[src/rtl/axi_burst_master_pkg.sv]
// Shared definitions for the AXI4 burst master.
// Contents: FSM state enum, AXI response codes, burst type encoding,
// and the AXI size encoding helper for the data bus width.
package axi_master_pkg;

    typedef enum logic [2:0] {
        ST_IDLE  = 3'd0,
        ST_WADDR = 3'd1,
        ST_WDATA = 3'd2,
        ST_WRESP = 3'd3,
        ST_RADDR = 3'd4,
        ST_RDATA = 3'd5,
        ST_DONE  = 3'd6
    } state_e;

    localparam logic [1:0] RESP_OKAY   = 2'b00;
    localparam logic [1:0] RESP_EXOKAY = 2'b01;
    localparam logic [1:0] RESP_SLVERR = 2'b10;
    localparam logic [1:0] RESP_DECERR = 2'b11;

    localparam logic [1:0] BURST_INCR = 2'b01;

    // AxSIZE = log2(bytes per beat); only 32/64/128-bit buses are legal.
    function automatic logic [2:0] size_enc(input int data_w);
        case (data_w)
            64:      return 3'd3;
            128:     return 3'd4;
            default: return 3'd2;
        endcase
    endfunction

endpackage

[src/rtl/axi_burst_master_if.sv]
// AXI4 channel bundle (AW, W, B, AR, R) between the burst master and a slave.
// Parameters: ADDR_W address width, DATA_W data width (wstrb is DATA_W/8).
// Modports: master drives AW/W/AR payload+valid and B/R ready;
//           slave is the mirror image.
interface axi_burst_master_if #(
    parameter int ADDR_W = 32,
    parameter int DATA_W = 32
);
    logic [ADDR_W-1:0]   awaddr;
    logic [7:0]          awlen;
    logic [2:0]          awsize;
    logic [1:0]          awburst;
    logic                awvalid;
    logic                awready;

    logic [DATA_W-1:0]   wdata;
    logic [DATA_W/8-1:0] wstrb;
    logic                wlast;
    logic                wvalid;
    logic                wready;

    logic [1:0]          bresp;
    logic                bvalid;
    logic                bready;

    logic [ADDR_W-1:0]   araddr;
    logic [7:0]          arlen;
    logic [2:0]          arsize;
    logic [1:0]          arburst;
    logic                arvalid;
    logic                arready;

    logic [DATA_W-1:0]   rdata;
    logic [1:0]          rresp;
    logic                rlast;
    logic                rvalid;
    logic                rready;

    modport master (
        output awaddr, awlen, awsize, awburst, awvalid,
        input  awready,
        output wdata, wstrb, wlast, wvalid,
        input  wready,
        input  bresp, bvalid,
        output bready,
        output araddr, arlen, arsize, arburst, arvalid,
        input  arready,
        input  rdata, rresp, rlast, rvalid,
        output rready
    );

    modport slave (
        input  awaddr, awlen, awsize, awburst, awvalid,
        output awready,
        input  wdata, wstrb, wlast, wvalid,
        output wready,
        output bresp, bvalid,
        input  bready,
        input  araddr, arlen, arsize, arburst, arvalid,
        output arready,
        output rdata, rresp, rlast, rvalid,
        input  rready
    );

endinterface

[src/rtl/axi_burst_master_beat_ctr.sv]
// axim_beat_ctr: 8-bit beat counter shared by the W and R data phases.
// Ports: aclk/areset (async active-low), clear (zero the count, wins over inc),
//        inc (one data handshake), len (latched beats-1), is_last (count == len).
module axim_beat_ctr (
    input  logic       aclk,
    input  logic       areset,
    input  logic       clear,
    input  logic       inc,
    input  logic [7:0] len,
    output logic       is_last
);

    logic [7:0] count;

    always_ff @(posedge aclk or negedge areset) begin
        if (!areset) begin
            count <= '0;
        end else if (clear) begin
            count <= '0;
        end else if (inc) begin
            count <= count + 8'd1;
        end
    end

    assign is_last = (count == len);

endmodule

[src/rtl/axi_burst_master.sv]
// axi_burst_master: runs one AXI4 INCR burst per accepted command.
// Ports:
//   aclk, areset (async active-low)
//   cmd_*   : command handshake (write flag, start address, beats-1)
//   wr_*    : write-data stream in, passed straight through to W
//   rd_*    : read-data stream out, passed straight through from R
//   done/resp : one-cycle completion pulse and final response (held until
//               the next command is accepted)
//   axi     : AXI4 master modport (AW, W, B, AR, R)
// Build option: AXIM_4K_GUARD_EN rejects bursts crossing a 4 KB boundary
//   (SLVERR, no bus activity). Undefined: bursts issued as given.
module axi_burst_master
    import axi_master_pkg::*;
#(
    parameter int ADDR_W  = 32,
    parameter int DATA_W  = 32,
    parameter int MAX_LEN = 16
) (
    input  logic              aclk,
    input  logic              areset,

    input  logic              cmd_valid,
    output logic              cmd_ready,
    input  logic              cmd_write,
    input  logic [ADDR_W-1:0] cmd_addr,
    input  logic [7:0]        cmd_len,

    input  logic              wr_valid,
    output logic              wr_ready,
    input  logic [DATA_W-1:0] wr_data,

    output logic              rd_valid,
    input  logic              rd_ready,
    output logic [DATA_W-1:0] rd_data,
    output logic              rd_last,

    output logic              done,
    output logic [1:0]        resp,

    axi_burst_master_if.master axi
);

    localparam logic [2:0] IDLE  = ST_IDLE;
    localparam logic [2:0] WADDR = ST_WADDR;
    localparam logic [2:0] WDATA = ST_WDATA;
    localparam logic [2:0] WRESP = ST_WRESP;
    localparam logic [2:0] RADDR = ST_RADDR;
    localparam logic [2:0] RDATA = ST_RDATA;
    localparam logic [2:0] DONE  = ST_DONE;

    localparam logic [2:0] AXI_SIZE  = size_enc(DATA_W);
    localparam logic [8:0] LEN_LIMIT = 9'(MAX_LEN - 1);

    logic [2:0]        state;
    logic [ADDR_W-1:0] addr_q;
    logic [7:0]        len_q;
    logic [1:0]        resp_q;
    logic [1:0]        r_resp_next;

    logic cmd_hs;
    logic w_hs;
    logic r_hs;
    logic beat_last;
    logic len_bad;
    logic cmd_reject;

    assign len_bad = ({1'b0, cmd_len} > LEN_LIMIT);

`ifdef AXIM_4K_GUARD_EN
    localparam logic [13:0] BEAT_BYTES = 14'(DATA_W / 8);
    logic [13:0] burst_end;
    // Byte offset one past the last beat, relative to the 4 KB page start.
    assign burst_end  = {2'b00, cmd_addr[11:0]} + ({6'd0, cmd_len} + 14'd1) * BEAT_BYTES;
    assign cmd_reject = len_bad || (burst_end > 14'd4096);
`else
    assign cmd_reject = len_bad;
`endif

    // Gated by areset so no ready is seen while reset is held.
    assign cmd_ready = areset && (state == IDLE);
    assign cmd_hs    = cmd_valid && cmd_ready;
    assign w_hs      = (state == WDATA) && wr_valid && axi.wready;
    assign r_hs      = (state == RDATA) && axi.rvalid && rd_ready;

    axim_beat_ctr u_beat_ctr (
        .aclk    (aclk),
        .areset  (areset),
        .clear   (cmd_hs),
        .inc     (w_hs || r_hs),
        .len     (len_q),
        .is_last (beat_last)
    );

    // Worst response so far; an rlast that disagrees with our own beat count
    // is a protocol error and is reported as at least SLVERR.
    always_comb begin
        r_resp_next = resp_q;
        if (axi.rresp > r_resp_next) begin
            r_resp_next = axi.rresp;
        end
        if ((axi.rlast != beat_last) && (r_resp_next < RESP_SLVERR)) begin
            r_resp_next = RESP_SLVERR;
        end
    end

    always_ff @(posedge aclk or negedge areset) begin
        if (!areset) begin
            state  <= IDLE;
            addr_q <= '0;
            len_q  <= '0;
            resp_q <= RESP_OKAY;
        end else begin
            case (state)
                IDLE: begin
                    if (cmd_hs) begin
                        addr_q <= cmd_addr;
                        len_q  <= cmd_len;
                        if (cmd_reject) begin
                            resp_q <= RESP_SLVERR;
                            state  <= DONE;
                        end else begin
                            resp_q <= RESP_OKAY;
                            state  <= cmd_write ? WADDR : RADDR;
                        end
                    end
                end
                WADDR: if (axi.awready) state <= WDATA;
                WDATA: if (w_hs && beat_last) state <= WRESP;
                WRESP: begin
                    if (axi.bvalid) begin
                        resp_q <= axi.bresp;
                        state  <= DONE;
                    end
                end
                RADDR: if (axi.arready) state <= RDATA;
                RDATA: begin
                    if (r_hs) begin
                        resp_q <= r_resp_next;
                        if (beat_last) state <= DONE;
                    end
                end
                DONE:    state <= IDLE;
                default: state <= IDLE;
            endcase
        end
    end

    assign axi.awvalid = (state == WADDR);
    assign axi.awaddr  = addr_q;
    assign axi.awlen   = len_q;
    assign axi.awsize  = AXI_SIZE;
    assign axi.awburst = BURST_INCR;

    assign axi.arvalid = (state == RADDR);
    assign axi.araddr  = addr_q;
    assign axi.arlen   = len_q;
    assign axi.arsize  = AXI_SIZE;
    assign axi.arburst = BURST_INCR;

    assign axi.wvalid  = (state == WDATA) && wr_valid;
    assign wr_ready    = (state == WDATA) && axi.wready;
    assign axi.wdata   = wr_data;
    assign axi.wstrb   = '1;
    assign axi.wlast   = (state == WDATA) && beat_last;

    assign axi.bready  = (state == WRESP);

    assign rd_valid    = (state == RDATA) && axi.rvalid;
    assign axi.rready  = (state == RDATA) && rd_ready;
    assign rd_data     = axi.rdata;
    assign rd_last     = (state == RDATA) && beat_last;

    assign done = (state == DONE);
    assign resp = resp_q;

endmodule

[src/flat_wrapper.sv]
// flat-port wrapper written by rule: the top's interface ports become plain ports
module axi_burst_master_flat import axi_master_pkg::*;
#(
    parameter int ADDR_W  = 32,
    parameter int DATA_W  = 32,
    parameter int MAX_LEN = 16
)
  (aclk, areset, cmd_valid, cmd_ready, cmd_write, cmd_addr, cmd_len, wr_valid, wr_ready, wr_data, rd_valid, rd_ready, rd_data, rd_last, done, resp, axi_awaddr, axi_awlen, axi_awsize, axi_awburst, axi_awvalid, axi_awready, axi_wdata, axi_wstrb, axi_wlast, axi_wvalid, axi_wready, axi_bresp, axi_bvalid, axi_bready, axi_araddr, axi_arlen, axi_arsize, axi_arburst, axi_arvalid, axi_arready, axi_rdata, axi_rresp, axi_rlast, axi_rvalid, axi_rready);
  axi_burst_master_if #(.ADDR_W(ADDR_W), .DATA_W(DATA_W)) axi_i ();
  input  logic aclk;
  input  logic areset;
  input  logic cmd_valid;
  output logic cmd_ready;
  input  logic cmd_write;
  input  logic [ADDR_W-1:0] cmd_addr;
  input  logic [7:0] cmd_len;
  input  logic wr_valid;
  output logic wr_ready;
  input  logic [DATA_W-1:0] wr_data;
  output logic rd_valid;
  input  logic rd_ready;
  output logic [DATA_W-1:0] rd_data;
  output logic rd_last;
  output logic done;
  output logic [1:0] resp;
  output wire logic [$bits(axi_i.awaddr)-1:0] axi_awaddr;
  output wire logic [$bits(axi_i.awlen)-1:0] axi_awlen;
  output wire logic [$bits(axi_i.awsize)-1:0] axi_awsize;
  output wire logic [$bits(axi_i.awburst)-1:0] axi_awburst;
  output wire logic [$bits(axi_i.awvalid)-1:0] axi_awvalid;
  input wire logic [$bits(axi_i.awready)-1:0] axi_awready;
  output wire logic [$bits(axi_i.wdata)-1:0] axi_wdata;
  output wire logic [$bits(axi_i.wstrb)-1:0] axi_wstrb;
  output wire logic [$bits(axi_i.wlast)-1:0] axi_wlast;
  output wire logic [$bits(axi_i.wvalid)-1:0] axi_wvalid;
  input wire logic [$bits(axi_i.wready)-1:0] axi_wready;
  input wire logic [$bits(axi_i.bresp)-1:0] axi_bresp;
  input wire logic [$bits(axi_i.bvalid)-1:0] axi_bvalid;
  output wire logic [$bits(axi_i.bready)-1:0] axi_bready;
  output wire logic [$bits(axi_i.araddr)-1:0] axi_araddr;
  output wire logic [$bits(axi_i.arlen)-1:0] axi_arlen;
  output wire logic [$bits(axi_i.arsize)-1:0] axi_arsize;
  output wire logic [$bits(axi_i.arburst)-1:0] axi_arburst;
  output wire logic [$bits(axi_i.arvalid)-1:0] axi_arvalid;
  input wire logic [$bits(axi_i.arready)-1:0] axi_arready;
  input wire logic [$bits(axi_i.rdata)-1:0] axi_rdata;
  input wire logic [$bits(axi_i.rresp)-1:0] axi_rresp;
  input wire logic [$bits(axi_i.rlast)-1:0] axi_rlast;
  input wire logic [$bits(axi_i.rvalid)-1:0] axi_rvalid;
  output wire logic [$bits(axi_i.rready)-1:0] axi_rready;
  assign axi_awaddr = axi_i.awaddr;
  assign axi_awlen = axi_i.awlen;
  assign axi_awsize = axi_i.awsize;
  assign axi_awburst = axi_i.awburst;
  assign axi_awvalid = axi_i.awvalid;
  assign axi_i.awready = axi_awready;
  assign axi_wdata = axi_i.wdata;
  assign axi_wstrb = axi_i.wstrb;
  assign axi_wlast = axi_i.wlast;
  assign axi_wvalid = axi_i.wvalid;
  assign axi_i.wready = axi_wready;
  assign axi_i.bresp = axi_bresp;
  assign axi_i.bvalid = axi_bvalid;
  assign axi_bready = axi_i.bready;
  assign axi_araddr = axi_i.araddr;
  assign axi_arlen = axi_i.arlen;
  assign axi_arsize = axi_i.arsize;
  assign axi_arburst = axi_i.arburst;
  assign axi_arvalid = axi_i.arvalid;
  assign axi_i.arready = axi_arready;
  assign axi_i.rdata = axi_rdata;
  assign axi_i.rresp = axi_rresp;
  assign axi_i.rlast = axi_rlast;
  assign axi_i.rvalid = axi_rvalid;
  assign axi_rready = axi_i.rready;
  axi_burst_master #(.ADDR_W(ADDR_W), .DATA_W(DATA_W), .MAX_LEN(MAX_LEN)) u_core (.aclk(aclk), .areset(areset), .cmd_valid(cmd_valid), .cmd_ready(cmd_ready), .cmd_write(cmd_write), .cmd_addr(cmd_addr), .cmd_len(cmd_len), .wr_valid(wr_valid), .wr_ready(wr_ready), .wr_data(wr_data), .rd_valid(rd_valid), .rd_ready(rd_ready), .rd_data(rd_data), .rd_last(rd_last), .done(done), .resp(resp), .axi(axi_i));
endmodule
[config.mk]
export PLATFORM = sky130hd
export DESIGN_NAME = axi_burst_master_flat
export DESIGN_NICKNAME = d
export VERILOG_FILES = /design/src/rtl/axi_burst_master_pkg.sv /design/src/rtl/axi_burst_master_if.sv /design/src/rtl/axi_burst_master_beat_ctr.sv /design/src/rtl/axi_burst_master.sv /design/src/flat_wrapper.sv
export SDC_FILE = /design/constraint.sdc
export NUM_CORES = 1
export LEC_CHECK = 0
export CAP_MARGIN = 0
export CORE_ASPECT_RATIO = 0.75
export CORE_MARGIN = 3
export CORE_UTILIZATION = 33
export DETAILED_ROUTE_END_ITERATION = 8
export GPL_TIMING_DRIVEN = 0
export PLACE_DENSITY = 0.85
export SLEW_MARGIN = 0
export SYNTH_ARGS = -nofsm -noshare
export SYNTH_HDL_FRONTEND = slang
export SYNTH_HIERARCHICAL = 1
export SYNTH_SLANG_ARGS = --single-unit
[constraint.sdc]
create_clock -name aclk -period 2.7 [get_ports aclk]
set_clock_uncertainty 0.2 [all_clocks]
set_input_delay 0.54 -clock aclk [delete_from_list [all_inputs] [get_ports aclk]]
set_output_delay 0.54 -clock aclk [all_outputs]
set_load 0.03 [all_outputs]
# --- After elaboration in Yosys (flattened, before gate mapping) ---
# Index checks and enable logic that the tools add are counted.
word_totals:
  input_bits: 120
  word_cells: 62
  register_bits: 53
op_classes:
  n_eq_ne: 15
  magnitude_cmp: 3
  reduce_logical: 19
  addsub: 1
  mux: 19
op_table:
  columns: ["op", "n"]
  rows:
  - ["3-bit two-way mux", 9]
  - ["3-bit case mux with 6 select lines", 1]
  - ["8-bit two-way mux", 2]
  - ["1-bit logical AND", 12]
  - ["2-bit two-way mux", 6]
  - ["2-bit by 1-bit inequality test with 1-bit output (second input constant)", 6]
  - ["3-bit equality test (second input constant)", 3]
  - ["8-bit by 1-bit adder with 8-bit output (second input constant)", 1]
  - ["8-bit equality test", 1]
  - ["8-bit by 4-bit > comparator with 1-bit output (second input constant)", 1]
  - ["7-bit AND reduction", 1]
  - ["3-bit by 2-bit equality test with 1-bit output (second input constant)", 2]
  - ["2-bit case mux with 3 select lines", 1]
  - ["4-bit AND reduction", 1]
  - ["3-bit by 1-bit equality test with 1-bit output (second input constant)", 1]
  - ["3-bit logical NOT", 1]
  - ["3-bit nonzero test", 1]
  - ["2-bit > comparator", 1]
  - ["2-bit < comparator (second input constant)", 1]
  - ["2-bit inequality test (second input constant)", 1]
  - ["2-bit AND reduction", 1]
  - ["2-bit nonzero test", 1]
  - ["1-bit logical OR", 1]
  - ["1-bit inequality test", 1]

# --- Longest topological paths before layout ---
# Gate-level depths: netlist of the first run.
depth:
  word_depth: 7
  ltp_mapped: 8
  mapped_depth_nobuf: 7

# --- Cells and area by module ---
# Netlist of the first run, hierarchy kept.
by_module_without_submodules:
  columns: ["mod", "n_inst", "area_each_um2", "cells_each"]
  rows:
  - ["axi_burst_master", 1, 2981.6, 281]
  - ["axim_beat_ctr", 1, 476.7, 49]

# --- Worst setup path after synthesis of the first run ---
# Ideal clock, no wire load.
synth_timing:
  path_kind: "input -> register"
  start: "in areset"
  end: "reg u_core.u_beat_ctr.count[6]"
  t_required_ns: 2.423
  slack_ns: -0.004
  path_buffers: 2
  setup_ns: 0.077
  cell_stages: 8
  arrival_ns: 2.426
  path_cell_list: "nor4b_2 nand2_1 buf_2 inv_1 buf_4 o2111ai_2 or3_1 a21oi_1"
synth_via:
  elab_chain_len: 3
synth_rtl:
  columns: ["element", "line_no", "rtl"]
  rows:
  - ["start, declared", "flat_wrapper.sv:11", "input logic areset;"]
  - ["1-bit logical AND (*)", "axi_burst_master.sv:80", "assign cmd_ready = areset && (state == IDLE);"]
  - ["1-bit logical AND (*)", "axi_burst_master.sv:81", "assign cmd_hs = cmd_valid && cmd_ready;"]
  - ["via u_core.cmd_hs", "axi_burst_master.sv:60", "logic cmd_hs;"]
  - ["8-bit two-way mux / 2-bit nonzero test (equally long branches)", null, null]
  - ["end signal, assigned", "axi_burst_master_beat_ctr.sv:21", "count <= count + 8'd1;"]
  - ["end, declared", "axi_burst_master_beat_ctr.sv:13", "logic [7:0] count;"]
# The timed path passes the listed nets; every way through them passes the cells marked *.
# A chain may end at the register's enable or synchronous reset.

# --- Worst setup path in the final report of the first run ---
layout_timing:
  start: "reg u_core.state[0]"
  end: "out axi_wvalid"
layout_via:
  elab_chain_len: 2
layout_rtl:
  columns: ["element", "line_no", "rtl"]
  rows:
  - ["start, declared", "axi_burst_master.sv:54", "logic [2:0] state;"]
  - ["start signal, assigned", "axi_burst_master.sv:123", "state <= cmd_write ? WADDR : RADDR;"]
  - ["3-bit by 2-bit equality test with 1-bit output", "axi_burst_master.sv:160", "assign axi.wvalid = (state == WDATA) && wr_valid;"]
  - ["1-bit logical AND", "axi_burst_master.sv:160", null]
  - ["end, declared", "flat_wrapper.sv:35", "output wire logic [$bits(axi_i.wvalid)-1:0] axi_wvalid;"]
# No other way between the ends.

==> key figures, run 1 <==
Clock network
  – Worst-path clk slew: 70 ps
  – Clock Latency Late Sink: 290 ps
  – CTS max path bufs: 2
  – Sink Count: 53
  – CTS Buf Count: 5
  – CTS Root Cell: clkbuf_16
  – CTS tree: done
  – Htree depth: 2

Critical path
  – Crit path launch type: register
  – Crit path cell chain: buf_2 -> nor3b_2 -> and2_1 -> dlygate4sd2_1
  – Flop-to-flop setup slack: 280 ps
  – Worst Path Max Fanout: 10
  – Reg2Reg Capture Point: u_core/u_beat_ctr/count[5]
  – Crit path DAT: 1830 ps
  – Critical path type: reg -> out
  – Worst Path Required: 1960 ps
  – Buf/Inv on CP: 2
  – Crit path max-delay family: buffers and inverters
  – Crit. End Element: primary output
  – Critical-path top delay cell: dfrtp_1
  – R2r startpoint: u_core/state[0]
  – R2R cell count: 8
  – Crit path largest cell delay: 450 ps

STA
  – FMAX: 388.8 MHz
  – Slew HR: 36.17%
  – Setup Viol. Count Final: 0
  – Tightest Pin Transition: 954.4 ps
  – Tmin final: 2572 ps
  – Final hold vios: 0
  – Final Slew Violations: 0
  – RSZ-0062 raised after global routing: no
  – Tcrit/Tclk final: 95.26%

Logic synthesis
  – Top_reg_cell synth: dfrtp_1
  – FFs w/ async S/R, synth: 100.0%
  – Seq/Total Area, Yosys: 38.35%
  – Synth unique cells: 41
  – Post-synth EDFFs: 0
  – Cell count after synthesis: 330
  – Synth Register Bits: 53
  – Yosys warnings: 6
  – Synth Cell Area: 3458 um^2
  – Syn Area/Cell: 10.48 um^2

Global routing
  – Largest net degree at the start of global routing: 33
  – Gr ovfl total: 0
  – Vias in the first global route: 3066
  – First-pass GRT wire length: 15660 um
  – Initial antenna violation count: 0
  – Total GRT Usage: 16.13%

Finish
  – Final Net Count: 688
  – Commonest non-fill, non-tap cell in the layout: clkdlybuf4s50_1
  – Area Overhead vs Synth: 73.81%
  – Finished Layout Cells: 697
  – Fillers: 812
  – Ant. Diodes: 0
  – Most frequent cells in the layout: clkdlybuf4s50_1, buf_4, dfrtp_1
  – Final Core Density: 60.53%
  – Layout cells sized above 1: 33.27%

Placed design
  – Port bufs: 212
  – Routability Congestion: 0.8034
  – Inst Count DP: 687
  – Hpwl dp: 8489 um

Routing
  – Pre-Repair DR Iteration Count: 4
  – DRT Wirelength: 10160 um
  – DRC viols: 0
  – DR vias: 3030
  – Post-route ant nets: 0
  – DR iter-0 viols: 53
  – WL/cell: 14.57 um
  – Routed vias/inst: 4.347

Run
  – Maxcap violations: 0

Floorplan
  – Rows: 31
  – Initial Util: 34.83%
  – Die Y: 94.66 um
  – Die area: 11760 um^2
  – Core area: 9930 um^2
  – Die width: 124.2 um
  – IO Pins: 291

Run status
  – Status: finished, final reports clean

Worst hold path
  – Hold Path Class: in -> async

Power
  – Lkg Pwr: 2.798 nW
  – Maximum VDD drop: 0.6654 mV
  – Tot Pwr: 6.527 mW
  – Power per cell area: 1086 nW/um^2
-- metrics by stage --
stage	setup WS (ps)	hold WS, ps	instance area, um^2	TNS (ps)
after detailed placement	-677.7	316.5	5814	-4598
final	127.9	72.58	6011	0
after CTS	1.180	77.30	6008	0
after floorplan	223.7	44.41	3512	0
after global routing	14.55	80.35	6011	0
after global placement	-2348	316.6	5799	-134480
-- final cells by class --
type                            instances  area, um^2  share of cell area (%)
Inverter                                7       26.28                  0.4371
Clock inverter                          3       26.28                  0.4371
Timing Repair Buffer                  215        2167                   36.05
Multi-Input combinational cell        153        1229                   20.44
Sequential cell                        53        1326                   22.06
Buffer                                129       945.9                   15.74
Clock buffer                            5       125.1                   2.082
Tap cell                              132       165.2                   2.748
-- routing by layer --
layer	wire length (um)	track usage, %	share of wire [%]	up-vias
li1	-	-	-	1437
met1	4095	20.03	40	1433
met4	45	3.193	0.44	0
met3	628	3.618	6.2	4
met5	0	0	0	-
met2	5386	29.14	53	156
-- Yosys cell counts, types with 5 or more instances --
library cell	instances	area (um^2)
a21oi_1	5	25.02
o21ai_0	7	35.03
buf_4	120	900.9
nor2_1	8	30.03
nand4_1	6	37.54
buf_2	8	40.04
dfrtp_1	53	1326
and2_1	7	43.79
xnor2_1	9	78.83
mux2_2	38	427.9
or3_1	5	31.28
nand2_1	8	30.03
inv_1	7	26.28
-- power by group --
group          total [mW]  switching [mW]  internal [mW]
logic                4.39            2.28           2.11
registers            1.48           0.337           1.15
clock network       0.652           0.301          0.350
-- kinds of logic after synthesis --
family	after synthesis	share of synthesized area, %
AOI/OAI and AO/OA	25	5.390
xor gates and xnor gates	13	3.292
other	2	0.2172
DFF	53	38.35
buffers and inverters	136	28.11
muxes	45	14.54
and+or+nand+nor	52	8.647
adders and majority gates	4	1.447
-- registers in the layout (all words and copies together), names as in the netlist --
signal and count:
u_core/resp 2, u_core/u_beat_ctr/count 8, u_core/state 3, u_core/axi.arlen 8, u_core/axi.araddr 32
-- how the worst max path moves through the flow --
stage	from	to	slack (ps)	depth (start not counted)
6_report	u_core/state[0]	axi_wvalid	130	4
2_1_floorplan	u_core/state[2]	u_core/u_beat_ctr/count[5]	220	8
5_1_grt	u_core/state[1]	axi_wvalid	10	4
3_5_place_dp	areset	u_core/u_beat_ctr/count[7]	-680	10
3_3_place_gp	areset	u_core/u_beat_ctr/count[6]	-2350	9
4_1_cts	u_core/u_beat_ctr/count[2]	rd_last	1	6
-- worst reg2reg max path: cells and delay by family (launching register included) --
kind            cells  cell delay, ps
compound gates      2             280
buf+inv             3             550
flops               1             450
simple gates        3             880
-- repair_timing --
| action | in CTS | in global routing |
|---|---|---|
| endpoints found under the hold margin | 21 | 0 |
| gates resized for setup | 13 | 8 |
| endpoints found under the setup margin | 9 | 6 |
| buffers inserted | 0 | 0 |
| hold buffers | 2 | 0 |
| pin swaps | 0 | 0 |
(Power assumes the default switching activity.)
==> run 2: changes to the inputs <==
CORE_AREA = 3 3 113 115   (was unset)
CORE_ASPECT_RATIO = unset   (was 0.75)
CORE_MARGIN = unset   (was 3)
CORE_UTILIZATION = unset   (was 33)
DIE_AREA = 0 0 116 118   (was unset)
PLACE_DENSITY = 0.77   (was 0.85)
==> run 2 against run 1 <==
Against the previous run: clock-buffer cell count is the same; sequential share of layout area shrank 0.055 points; cell area grew 0.25%; fmax grew 0.87%; first-iteration DRC count grew 23%; critical path type unchanged.
==> key figures, run 2 (same netlist as run 1, synthesis figures left out) <==
Clock network
  – Clock Latency Late Sink: 290 ps (about the same)
  – Sink Count: 53 (unchanged)
  – CTS tree: done
  – CTS Buf Count: 5 (unchanged)
  – Post-CTS Setup Inserts: 0 (unchanged)
  – Worst-path clk slew: 70 ps (about the same)
  – CTS max path bufs: 2 (unchanged)
  – Htree depth: 2 (unchanged)
  – CTS Root Cell: clkbuf_16

Power
  – Maximum VDD drop: 0.7754 mV (+17%)
  – Lkg Pwr: 2.787 nW (-0.41%)
  – Power per cell area: 1085 nW/um^2 (-0.12%)
  – Tot Pwr: 6.535 mW (+0.13%)

Global routing
  – Gr ovfl total: 0 (unchanged)
  – Vias in the first global route: 3128 (+2.0%)
  – Total GRT Usage: 13.98% (-2.1 points)
  – Initial antenna violation count: 0 (unchanged)
  – Largest net degree at the start of global routing: 28 (-15%)
  – First-pass GRT wire length: 15470 um (-1.2%)

Finish
  – Final Net Count: 687 (-0.15%)
  – Final Cell Area: 6026 um^2 (+0.25%)
  – Largest register FFs: 32 (unchanged)
  – Ant. Diodes: 0 (unchanged)
  – Most frequent cells in the layout: clkdlybuf4s50_1, buf_4, dfrtp_1
  – Finished Layout Cells: 711 (+2.0%)
  – Commonest non-fill, non-tap cell in the layout: clkdlybuf4s50_1
  – Area Overhead vs Synth: 74.24%
  – Final Core Density: 50.59% (-9.9 points)
  – Layout cells sized above 1: 33.16% (-0.12 points)

Placed design
  – Port bufs: 212 (unchanged)
  – Inst Count DP: 702 (+2.2%)
  – Routability Congestion: 0.8203 (+2.1%)
  – Hpwl dp: 8449 um (-0.47%)
  – Placed instance area: 5833 um^2 (+0.32%)
  – Pre-CTS setup slack: -587.1 ps (+90.63 ps)

STA
  – Tcrit/Tclk final: 94.44% (-0.82 points)
  – Tmin final: 2550 ps (-22.24 ps)
  – Slew HR: 47.79% (+12 points)
  – FMAX: 392.2 MHz (+0.87%)
  – Final TNS setup: 0 ps (unchanged)
  – Final hold vios: 0 (unchanged)
  – Setup Viol. Count Final: 0 (unchanged)
  – Final Slew Violations: 0 (unchanged)
  – Final WS setup: 150.1 ps (+22.24 ps)
  – Tightest Pin Transition: 776.0 ps (-178.3 ps)
  – Smallest hold slack: 18.26 ps (-54.32 ps)

Critical path
  – Critical path type: reg -> out
  – Worst Path Required: 1960 ps (about the same)
  – Crit path DAT: 1810 ps (-20 ps)
  – Crit. End Element: primary output
  – Crit path launch type: register
  – Worst Path Max Fanout: 10 (unchanged)

Routing
  – DR iter-0 viols: 65 (+23%)
  – Routed vias/inst: 4.214 (-3.1%)
  – DRT Wirelength: 10270 um (+1.2%)
  – WL/cell: 14.45 um (-0.84%)
  – DR vias: 2996 (-1.1%)
  – DRC viols: 0 (unchanged)
  – Pre-Repair DR Iteration Count: 5 (+1)
  – Post-route ant nets: 0 (unchanged)

Run
  – Maxcap violations: 0 (unchanged)

Run status
  – Status: finished, final reports clean

Floorplan
  – Core area: 11910 um^2 (+20%)
  – Die Y: 118 um (+25%)
  – Initial Util: 29.03% (-5.8 points)
  – Die area: 13690 um^2 (+16%)
  – Die width: 116 um (-6.6%)
  – Rows: 40 (+29%)
  – IO Pins: 291 (unchanged)

Worst hold path
  – Hold Path Class: in -> async
[run 2: power breakdown]
group          switching [mW]  internal, mW  total (mW)  leakage, nW
combinational            2.27          2.12        4.38         2.06
clock                   0.310         0.351       0.661       0.0680
sequential              0.345          1.15        1.49        0.657
[run 2: area by class of cell]
cell class / count / area (um^2)
flip-flops and latches: 53 / 1326
inverters: 7 / 26.28
repair buffers: 214 / 2160
well taps: 147 / 183.9
multi-input cells: 153 / 1232
clock inverters: 3 / 26.28
fillers: 1050 / 5886
plain buffers: 129 / 945.9
clock buffers: 5 / 125.1
[run 2: timing repair]
item                                   4_1_cts  5_1_grt
gates resized for setup                     10       11
setup endpoints to repair                    9        8
hold buffers                                 1        0
endpoints found under the hold margin       26        0
[run 2: critical path: stages (launching register included)]
cell	delay, ps
dfrtp_1	430
buf_2	240
nor3b_4	290
and2_1	190
clkdlybuf4s15_1	380
[run 2: layer usage]
metal	up-vias	global-route usage, %	part of all wire, %
met4	0	2.175	0.39
met3	2	3.805	9.3
met5	-	0	0
met2	169	26.47	53
li1	1438	-	-
met1	1387	15.55	37
[run 2: path summary, 6_finish.rpt]
check,from,to,slack [ps],cells past startpoint
setup / recovery,u_core/state[1],axi_wvalid,150,4
hold / removal,areset,u_core/axi.araddr[28],20,2
setup reg to reg,u_core/state[2],u_core/u_beat_ctr/count[7],270,8
hold reg to reg,u_core/axi.araddr[8],u_core/axi.araddr[8],330,1
max in group asynchronous,areset,u_core/axi.arlen[6],2110,2
min in group aclk,u_core/axi.araddr[8],u_core/axi.araddr[8],330,1
